===== src/rtl/alu_arbiter.sv =====
// Two-requester sequencer for a shared single-cycle ALU: round-robin arbitration,
// registered ALU drive, multiply hold, one-cycle ack. Define ALU_ARB_FIXED_PRIO_EN for fixed priority to requester 0.
module alu_arbiter #(
  parameter int WIDTH   = 32,
  parameter int MUL_LAT = 4
) (
  input  logic             clk_i,
  input  logic             rst_i,
  input  logic             req0_i,
  input  logic [2:0]       op0_i,
  input  logic [WIDTH-1:0] a0_i,
  input  logic [WIDTH-1:0] b0_i,
  input  logic             req1_i,
  input  logic [2:0]       op1_i,
  input  logic [WIDTH-1:0] a1_i,
  input  logic [WIDTH-1:0] b1_i,
  output logic             ack0_o,
  output logic             ack1_o,
  output logic [WIDTH-1:0] result_o,
  output logic             zero_o,
  output logic             busy_o,
  output logic             grant_o,
  output logic [WIDTH-1:0] alu_data1_o,
  output logic [WIDTH-1:0] alu_data2_o,
  output logic [2:0]       alu_ctrl_o,
  input  logic [WIDTH-1:0] alu_data_i,
  input  logic             alu_zero_i,
  output logic [1:0]       dbg_state_o
);

  // Handshake: a requester raises req with op/a/b stable; the op is latched in the
  // IDLE cycle it is sampled, and ackN_o pulses exactly one cycle with result_o/zero_o
  // valid. The requester drops req in the cycle after its ack.

  typedef enum logic [1:0] {
    ST_IDLE = 2'b00,
    ST_EXEC = 2'b01,
    ST_RESP = 2'b10
  } state_e;

  localparam logic [2:0] OP_MUL   = 3'b011;
  localparam logic [3:0] MUL_HOLD = 4'(MUL_LAT - 1);

  state_e           state_q;
  logic [3:0]       cnt_q;
  logic [1:0]       ack_q;
  logic             busy_q;
  logic             grant_q;
  logic             zero_q;
  logic [WIDTH-1:0] result_q;
  logic [WIDTH-1:0] data1_q;
  logic [WIDTH-1:0] data2_q;
  logic [2:0]       ctrl_q;

  logic             any_req;
  logic             win;
  logic [2:0]       sel_op;
  logic [WIDTH-1:0] sel_a;
  logic [WIDTH-1:0] sel_b;
  logic             sel_legal;

  assign any_req = req0_i | req1_i;

`ifdef ALU_ARB_FIXED_PRIO_EN
  assign win = ~req0_i;
`else
  logic rr_ptr_q;
  assign win = (req0_i & req1_i) ? rr_ptr_q : ~req0_i;
`endif

  always_comb begin
    sel_op = op0_i;
    sel_a  = a0_i;
    sel_b  = b0_i;
    if (win) begin
      sel_op = op1_i;
      sel_a  = a1_i;
      sel_b  = b1_i;
    end
  end

  // Codes 100 and 101 are not ALU operations and bypass EXEC entirely.
  assign sel_legal = (sel_op[2:1] != 2'b10);

  always_ff @(posedge clk_i or negedge rst_i) begin
    if (!rst_i) begin
      state_q  <= ST_IDLE;
      cnt_q    <= 4'd0;
      ack_q    <= 2'b00;
      busy_q   <= 1'b0;
      grant_q  <= 1'b0;
      zero_q   <= 1'b0;
      result_q <= '0;
      data1_q  <= '0;
      data2_q  <= '0;
      ctrl_q   <= 3'b000;
`ifndef ALU_ARB_FIXED_PRIO_EN
      rr_ptr_q <= 1'b0;
`endif
    end else begin
      ack_q <= 2'b00;
      case (state_q)
        ST_IDLE: begin
          if (any_req) begin
            grant_q <= win;
            busy_q  <= 1'b1;
            if (sel_legal) begin
              ctrl_q  <= sel_op;
              data1_q <= sel_a;
              data2_q <= sel_b;
              cnt_q   <= (sel_op == OP_MUL) ? MUL_HOLD : 4'd0;
              state_q <= ST_EXEC;
            end else begin
              result_q <= '0;
              zero_q   <= 1'b1;
              ack_q    <= win ? 2'b10 : 2'b01;
              state_q  <= ST_RESP;
            end
          end
        end
        ST_EXEC: begin
          if (cnt_q != 4'd0) begin
            cnt_q <= cnt_q - 4'd1;
          end else begin
            result_q <= alu_data_i;
            zero_q   <= alu_zero_i;
            ack_q    <= grant_q ? 2'b10 : 2'b01;
            state_q  <= ST_RESP;
          end
        end
        ST_RESP: begin
          busy_q  <= 1'b0;
`ifndef ALU_ARB_FIXED_PRIO_EN
          rr_ptr_q <= ~grant_q;
`endif
          state_q <= ST_IDLE;
        end
        default: state_q <= ST_IDLE;
      endcase
    end
  end

  assign ack0_o      = ack_q[0];
  assign ack1_o      = ack_q[1];
  assign result_o    = result_q;
  assign zero_o      = zero_q;
  assign busy_o      = busy_q;
  assign grant_o     = grant_q;
  assign alu_data1_o = data1_q;
  assign alu_data2_o = data2_q;
  assign alu_ctrl_o  = ctrl_q;
  assign dbg_state_o = state_q;

endmodule


===== config.mk =====
export PLATFORM = sky130hd
export DESIGN_NAME = alu_arbiter
export DESIGN_NICKNAME = d
export VERILOG_FILES = /design/src/rtl/alu_arbiter.sv
export SDC_FILE = /design/constraint.sdc
export NUM_CORES = 1
export LEC_CHECK = 0
export ABC_AREA = 1
export CORE_UTILIZATION = 29
export DETAILED_ROUTE_END_ITERATION = 7
export GPL_TIMING_DRIVEN = 0
export SKIP_CTS_REPAIR_TIMING = 1
export SYNTH_ARGS = -nofsm -noshare
export SYNTH_HDL_FRONTEND = slang
export SYNTH_SLANG_ARGS = --single-unit

===== constraint.sdc =====
create_clock -name clk_i -period 5.4 [get_ports clk_i]
set_clock_uncertainty 0.15 [all_clocks]
set_input_delay 0.81 -clock clk_i [delete_from_list [all_inputs] [get_ports clk_i]]
set_output_delay 0.81 -clock clk_i [all_outputs]
set_load 0.02 [all_outputs]

Word-level counts from Yosys, hierarchy flattened:

Index checks and enable logic that the tools add are counted.
Widths: inputs -> output; s select.

* equality and inequality tests: 9
* reduce and logical (&&, ||, !) cells: 10
* muxes and demuxes: 29
* bitwise operators: 4
* add/sub/neg operators: 1

Operators by type and width (count)
* $mux 32: 5
* $pmux 32 s2: 1
* $mux 2: 9
* $mux 4: 3
* $ne 2x2->1 const B: 6
* $pmux 2 s2: 2
* $pmux 4 s2: 1
* $reduce_and 4->1: 2
* $reduce_and 2->1: 3
* $mux 1: 5
* $pmux 1 s2: 2
* $reduce_bool 2->1: 2
* $reduce_bool 4->1: 1
* $sub 4x1->4 const B: 1
* $eq 3x2->1 const B: 1
* $mux 3: 1
* $reduce_and 3->1: 1
* $eq 2x1->1 const B: 1
* $eq 2x2->1 const B: 1
* $logic_not 2->1: 1
* $not 1->1: 2
* $and 1x1->1: 1
* $or 1x1->1: 1

* bits in registers: 111
* output and inout bits: 106
* input port bits: 171
* logic and storage cells: 64

Logic depth before layout (Yosys ltp):

Gate-level depths: netlist (run 1).

* depth in word-level cells: 8
* gate-level depth with buffers: 10

Worst setup path before layout (run 1):

No wires, ideal clock.

* path kind: input-to-reg
* from: in req1_i
* to: reg data1_q[0] (netlist: alu_data1_o[0])
* arrival: 1.754 ns
* path slack: 3.379 ns
* data required time: 5.133 ns
* buffers on the path: 2
* stages: 10
* cell sequence: nand2_1 > nand2_1 > nand2_1 > nand3_2 > nand2_1 > inv_2 > buf_4 > buf_6 > nand2_1 > nand2_1

* word-level cells in the longest chain between the ends: 5
* elaborated cells on any way between the ends: 7

RTL lines
* from (decl): RTL line 13 `input logic req1_i,`
* $and 1x1->1: RTL line 68 `assign win = (req0_i & req1_i) ? rr_ptr_q : ~req0_i;`
* $mux 1: RTL line 68
* $mux 3: RTL line 75 `if (win) begin`
* $ne 2x2->1: RTL line 83 `assign sel_legal = (sel_op[2:1] != 2'b10);`
* $reduce_and 3->1 (no source line)
* to (signal assigned): RTL line 109 `data1_q <= sel_a;`
* to (decl): RTL line 51 `logic [WIDTH-1:0] data1_q;`

Parallel ways exist; a longest one is shown, timed or not.
A chain may end at the register's enable or synchronous reset.

Worst setup path after layout (run 1):

* from: in req0_i
* to: reg data1_q[2] (netlist: alu_data1_o[2])

* word-level cells in the longest chain between the ends: 5
* elaborated cells on any way between the ends: 8

RTL lines
* from (decl): RTL line 9 `input logic req0_i,`
* $and 1x1->1 or $not 1->1 (tied branches): RTL line 68
* $mux 1: RTL line 68
* $mux 3: RTL line 75
* $ne 2x2->1: RTL line 83
* $reduce_and 3->1 (no source line)

Parallel ways exist; a longest one is shown, timed or not.

==> results.md, run 1 <==
* Outcome: finished with violations
* Failing checks: DRC
* Layout net count at around 1200
* Slew Viols, Final at 0
* Worst Path Arrival at a little under 3 ns
* Top-area cell type share of the netlist area at a little over 50%
* Most common cell in the synthesized netlist: nand2_1
* Vias at 5642
* Switching Share at ~43%
* CTS tree: built
* Reg-to-Reg Start: cnt_q[0]
* Drt pass-1 iters at 7
* Utilization after layout at between 40 and 50%
* Crit Path Class: primary input to flip-flop
* Mapped Nets at 900
* Syn-to-layout area delta at 62.0%
* Switch Pwr at just over 2 mW
* Die Y-Extent at between 100 and 150 um
* Clock Path Buffers at 2
* Core Area at 0.0181 sq mm
* Comb pwr share at between 50% and 60%
* CTS Buf Count at 9
* Setup violators final at 0
* Worst Hold Class: primary input to async pin
* Netlist cell types at 25
* Synth Register Bits at about 110
* Seq/Total Area, Yosys at around 50%
* Final-layout fill cell count at roughly 1800
* Yosys top cell by area: dfrtp_1
* Via density at ~4.5
* Worst Setup End Kind: flip-flop
* Vias in the first global route at between 5000 and 6000
* # Max-Cap Violations at 0
* FMAX at ~0.36 GHz
* Area occupied by multi-input gates at between 0.002 and 0.0025 sq mm
* Antenna cell count at 0
* Register area at 0.00278 sq mm
* FF-to-FF End: result_o[25]
* Period utilization at 51.5%
* First-pass GRT wire length at between 20 and 30 mm
* DP HPWL at between 10 and 15 mm
* Total grt overflow at 0
* Routed wire per std cell at 14.9 um
* Root buffer cell: clkbuf_16
* Pint at roughly 2.7 mW
* VDD IR max at around 0.19 mV
* Post-synth EDFFs at 0
* Die W at around 140 um
* FFs w/ async S/R, synth at between 90% and 100%
* Worst-Margin Slew at 0.714 ns
* Dominant synthesized flop cell: dfrtp_1
* Pleak at approximately 4.3 nW
* Fin crit period at 2.78 ns
* # H-tree levels at 3
* Antenna violations before repair at 0
* Clock transition at path regs at 0.07 ns
* Synth Instances at 728
* # rows at 49
* Residual DRC count at 15
* Final hold viol count at 0
* WP data required at 5.54 ns
* Mean post-synth cell area at 7.47 sq um
* Initial core utilization at around 30%
* Io pins at 277
* Worst hold margin at between 0.2 and 0.3 ns
* Total wire length at around 19 mm
* Clock share of power at 13.9%
* PwrDens at approximately 540 mW/mm^2
* IO buf count at between 200 and 300
* Startpoint types: primary input
* Die footprint at approximately 0.019 sq mm
* Placer congestion estimate at 0.815
* Pin count of the biggest net entering global routing at 58
* Max-slew headroom at a little over half
* Unrepaired setup endpoints after global routing: no
* Share of cells above drive strength 1 at 4.02%
* Sequential share of power at between 20% and 30%
* Worst-case reg-to-reg path depth at 10
* Crit path max fanout at 10
* Top cells by area, synth: dfrtp_1, nand2_1, nand3_1
* Synth cell count leaders: nand2_1, dfrtp_1, nand3_1
* Clk sink count at 111
* Synthesized area at about 0.0054 sq mm
* Total GRT Usage at between 10% and 20%
* Antenna viol nets, final at 0
* Clk_lat worst skew at roughly 0.35 ns
* R2R Setup Slk at 3.15 ns
* Initial drt markers at 380
* Yosys Warn Count at 0
## final cells by class
| cell class | count | share of cell area, % |
|---|---|---|
| timing repair buffer | 277 | 31.7 |
| sequential | 111 | 31.5 |
| multi-input combinational | 553 | 26.6 |
| tap | 229 | 3.25 |
| buffer | 48 | 2.94 |
| clock buffer | 11 | 2.87 |
| inverter | 16 | 0.682 |
| clock inverter | 5 | 0.455 |
## logic make-up after synthesis
family / Yosys count / synth area share (%)
simple gates: 510 / 37.3
flops: 111 / 51.1
buf+inv: 64 / 5.87
compound gates: 42 / 5.50
fa+ha+maj: 1 / 0.230
## registers in the layout, summed over array words and instances (netlist names)
name and flops:
alu_data1_o 32, alu_data2_o 32, result_o 32, cnt_q 4, alu_ctrl_o 3, ack_q 2
dbg_state_o 2, busy_o 1, grant_o 1, rr_ptr_q 1, zero_o 1
## power by group through the flow
stage / Combinational (mW) / Clock, mW / Sequential [mW]
after floorplan: 1.01 / 0 / 1.86
after global placement: 2.68 / 0 / 1.41
after detailed placement: 2.70 / 0 / 1.43
after CTS: 2.70 / 0.680 / 1.42
after global routing: 2.92 / 0.721 / 1.46
final: 2.67 / 0.659 / 1.41
## layer usage
layer  vias to the layer above  wire (um)  global-route usage [%]
li1                       2870          -                       -
met1                      2597       8150                    25.5
met2                       163       9150                    33.5
met3                        12       1130                    5.08
met4                         0        193                    4.21
met5                         -          0                       0
## how the worst max path moves through the flow
stage	startpoint	end	cells after the start	slack, ns
floorplan	req1_i	alu_data1_o[0]	10	3.38
global placement	rst_i	alu_data1_o[1]	1	-1.19
detailed placement	req0_i	alu_data1_o[0]	7	2.24
CTS	req1_i	alu_data1_o[0]	8	2.60
global route	req0_i	alu_data1_o[0]	7	2.46
finish	req0_i	alu_data1_o[2]	7	2.62
## layout by cell type (no fill, tap or decap), drive strengths merged, types with 4 or more instances in the layout
| cell type | Yosys | layout |
|---|---|---|
| buf | 27 | 29 |
| clkbuf | 21 | 32 |
| clkdlybuf4s50 | 0 | 275 |
| clkinv | 0 | 4 |
| dfrtp | 111 | 111 |
| inv | 16 | 17 |
| nand2 | 428 | 428 |
| nand3 | 71 | 71 |
| nor2 | 8 | 8 |
| o211ai | 32 | 32 |
| o21ai | 5 | 5 |
## metrics by stage
step                      setup TNS (ns)  instance area (sq um)  instances  setup slack (ns)  power, mW
final                                  0                   8810       1250              2.62       4.74
after global routing                   0                   8810       1250              2.46       5.11
after CTS                              0                   8810       1250              2.60       4.80
after detailed placement               0                   8510       1234              2.24       4.12
after global placement           -131.24                   8480       1233             -1.19       4.10
after floorplan                        0                   5440        728              3.38       2.87
## critical path, stage by stage
cell and delay [ns]:
clkdlybuf4s50_1 0.59, clkbuf_1 0.58, clkbuf_1 0.49, nand3_1 0.20, nand2_1 0.12, nand2_1 0.06, nand2_1 0.06
Power figures use the tool's default switching activity.
==> run 2, diff against run 1 <==
- clock period: 5.4 -> 2.5 ns (I/O delays scaled with it)
==> run 2 against run 1 <==
  * The run still ends with DRC left
  * Routed wire length about the same
  * Power grew 120%
  * Register-to-register slack lost 2.9 ns
  * First-iteration DRC count grew 3.7%
  * Global-route usage did not move
  * Combinational power grew 120%
==> results.md, run 2 (synthesis results as in run 1) <==
* Outcome: finished with violations (unchanged)
* Failing checks: DRC (unchanged)
* Initial drt markers at 394 (was 380)
* Drt pass-1 iters at 6 (was 7)
* FMAX at approximately 0.43 GHz
* Placer congestion estimate at 0.815 (unchanged)
* Crit Path Class: primary input to flip-flop (unchanged)
* Placed Area at 0.00851 sq mm (unchanged)
* CTS Buf Count at 9 (unchanged)
* Vias in the first global route at 5458 (unchanged)
* Pleak at 4.35 nW (about the same)
* Residual DRC count at 15 (unchanged)
* WP data required at 2.64 ns (was 5.54 ns)
* Worst Path Arrival at 2.47 ns (was 2.92 ns)
* Final hold viol count at 0 (unchanged)
* Root buffer cell: clkbuf_16 (unchanged)
* Period utilization at between 90% and 100%
* CP max stage delay at 0.56 ns (was 0.59 ns)
* # Max-Cap Violations at 0 (unchanged)
* Most frequent cells in the layout: nand2_1, clkdlybuf4s50_1, dfrtp_1 (unchanged)
* Worst Hold Class: flip-flop to flip-flop (was primary input to async pin)
* Total grt overflow at 0 (unchanged)
* PwrDens at 1160 mW/mm^2 (was 538 mW/mm^2)
* Unrepaired setup endpoints after global routing: no (unchanged)
* Crit path from: req1_i (was req0_i)
* Worst Setup End Kind: flip-flop (unchanged)
* Die footprint at 0.0193 sq mm (unchanged)
* Syn-to-layout area delta at 62.2% (was 62.0%)
* Layer with the highest usage: met2 (unchanged)
* DP HPWL at 14.0 mm (unchanged)
* Area occupied by multi-input gates at 0.00234 sq mm (unchanged)
* Slew Viols, Final at 0 (unchanged)
* Worst-Margin Slew at 0.698 ns (was 0.714 ns)
* Clk sink count at 111 (unchanged)
* Io pins at 277 (unchanged)
* GRT met2 Usage at 33.5% (unchanged)
* Top Family by Delay on Critical Path: buffers and inverters (unchanged)
* Antenna violations before repair at 0 (unchanged)
* First-pass GRT wire length at 29.8 mm (unchanged)
* IO buf count at 276 (unchanged)
* Hold path startpoint: alu_data2_o[12]
* Setup violators final at 0 (unchanged)
* Crit-path cells: clkdlybuf4s50_1 -> nand2_1 -> clkbuf_1 -> buf_1 -> nand3_1 -> nand2_1 -> nand2_1 -> nand2_1 (was clkdlybuf4s50_1 -> clkbuf_1 -> clkbuf_1 -> nand3_1 -> nand2_1 -> nand2_1 -> nand2_1)
* Critical-path top delay cell: clkbuf_1 (was clkdlybuf4s50_1)
* Max-slew headroom at 53.5% (was 52.4%)
* Clk_lat worst skew at 0.35 ns (about the same)
* Startpoint types: primary input (unchanged)
* Clock transition at path regs at 0.08 ns (was 0.07 ns)
* Utilization after layout at 48.6% (was 48.5%)
* Share of cells above drive strength 1 at 4.01% (was 4.02%)
* Register area at 0.00278 sq mm (unchanged)
* CTS tree: built (unchanged)
* Crit path max fanout at 10 (unchanged)
* Die W at 139 um (unchanged)
* Die Y-Extent at 139 um (unchanged)
* Core Area at 0.0181 sq mm (unchanged)
* Final-layout fill cell count at 1820 (was 1819)
* Most common cell after layout, fill and taps aside: nand2_1 (unchanged)
* GRT met3 Usage at 5.08% (unchanged)
* Antenna cell count at 0 (unchanged)
* Reg-to-Reg Start: cnt_q[0] (unchanged)
* Met1 track demand over resource at 25.5% (unchanged)
* Via density at 4.53 (was 4.51)
* # rows at 49 (unchanged)
* Fin crit period at 2.33 ns
* Sum of buffers and inverters on the critical path at 3 (unchanged)
* Setup_tns at 0 ns (unchanged)
* DP Worst Slack at -0.224 ns (was 2.24 ns)
* Clock Path Buffers at 2 (unchanged)
* # H-tree levels at 3 (unchanged)
* Routed wire per std cell at 14.9 um (about the same)
* VDD IR max at 0.414 mV (was 0.191 mV)
* Pin count of the biggest net entering global routing at 58 (unchanged)
* Vias at 5665 (was 5642)
* Total wire length at 18.6 mm (about the same)
* Layout net count at 1189 (was 1188)
* Cell area after layout at 0.00882 sq mm (was 0.00881 sq mm)
* Most frequent CP cell: nand2_1 (unchanged)
* Post-route setup slack at 0.171 ns (was 2.62 ns)
* Total GRT Usage at 19.8% (unchanged)
* Initial core utilization at 30.0% (unchanged)
* Antenna viol nets, final at 0 (unchanged)
[run 2: final timing paths]
check                                  endpoint  slack, ns  depth (start not counted)
worst max-delay path             alu_data1_o[2]       0.17                          8
worst max register to register     result_o[25]       0.25                         10
max in group asynchronous       alu_data2_o[30]       1.11                          3
min in group asynchronous          result_o[24]       0.40                          2
worst min-delay path            alu_data2_o[12]       0.32                          2
worst min register to register  alu_data2_o[12]       0.32                          2
[run 2: layout make-up]
cell class,count,share of cell area (%)
repair buffers,278,31.8
inverters,16,0.681
clock buffers,11,2.87
clock inverters,5,0.454
flip-flops and latches,111,31.5
plain buffers,48,2.94
multi-input cells,553,26.5
well taps,229,3.25
[run 2: worst register-to-register path, cell delays in order, from the launching register on]
cell,delay [ns]
dfrtp_1,0.38
inv_1,0.12
ha_1,0.17
nand2_1,0.08
nor2_1,0.40
nand2_1,0.17
nand2_1,0.12
nand2_1,0.18
buf_2,0.25
nand2_1,0.08
nand2_1,0.05
[run 2: routing by layer]
layer | up-vias | wire length [um] | part of all wire, %
met3 | 12 | 1140 | 6.1
li1 | 2871 | - | -
met5 | - | 0 | 0
met1 | 2617 | 8110 | 44
met4 | 0 | 193 | 1.0
met2 | 165 | 9170 | 49
[run 2: per-stage QoR]
step           hold slack [ns]  total power, mW  cells
6_report                 0.322             10.2   1251
3_3_place_gp             0.302             8.85   1233
4_1_cts                 -0.152             10.4   1250
5_1_grt                  0.333             11.0   1251
2_1_floorplan          -0.0706             6.19    728
3_5_place_dp             0.238             8.90   1234
[run 2: where the power goes]
| part | leakage, nW | internal, mW | switching (mW) |
|---|---|---|---|
| combinational | 2.82 | 2.42 | 3.34 |
| sequential | 1.39 | 2.63 | 0.427 |
| clock | 0.146 | 0.739 | 0.681 |
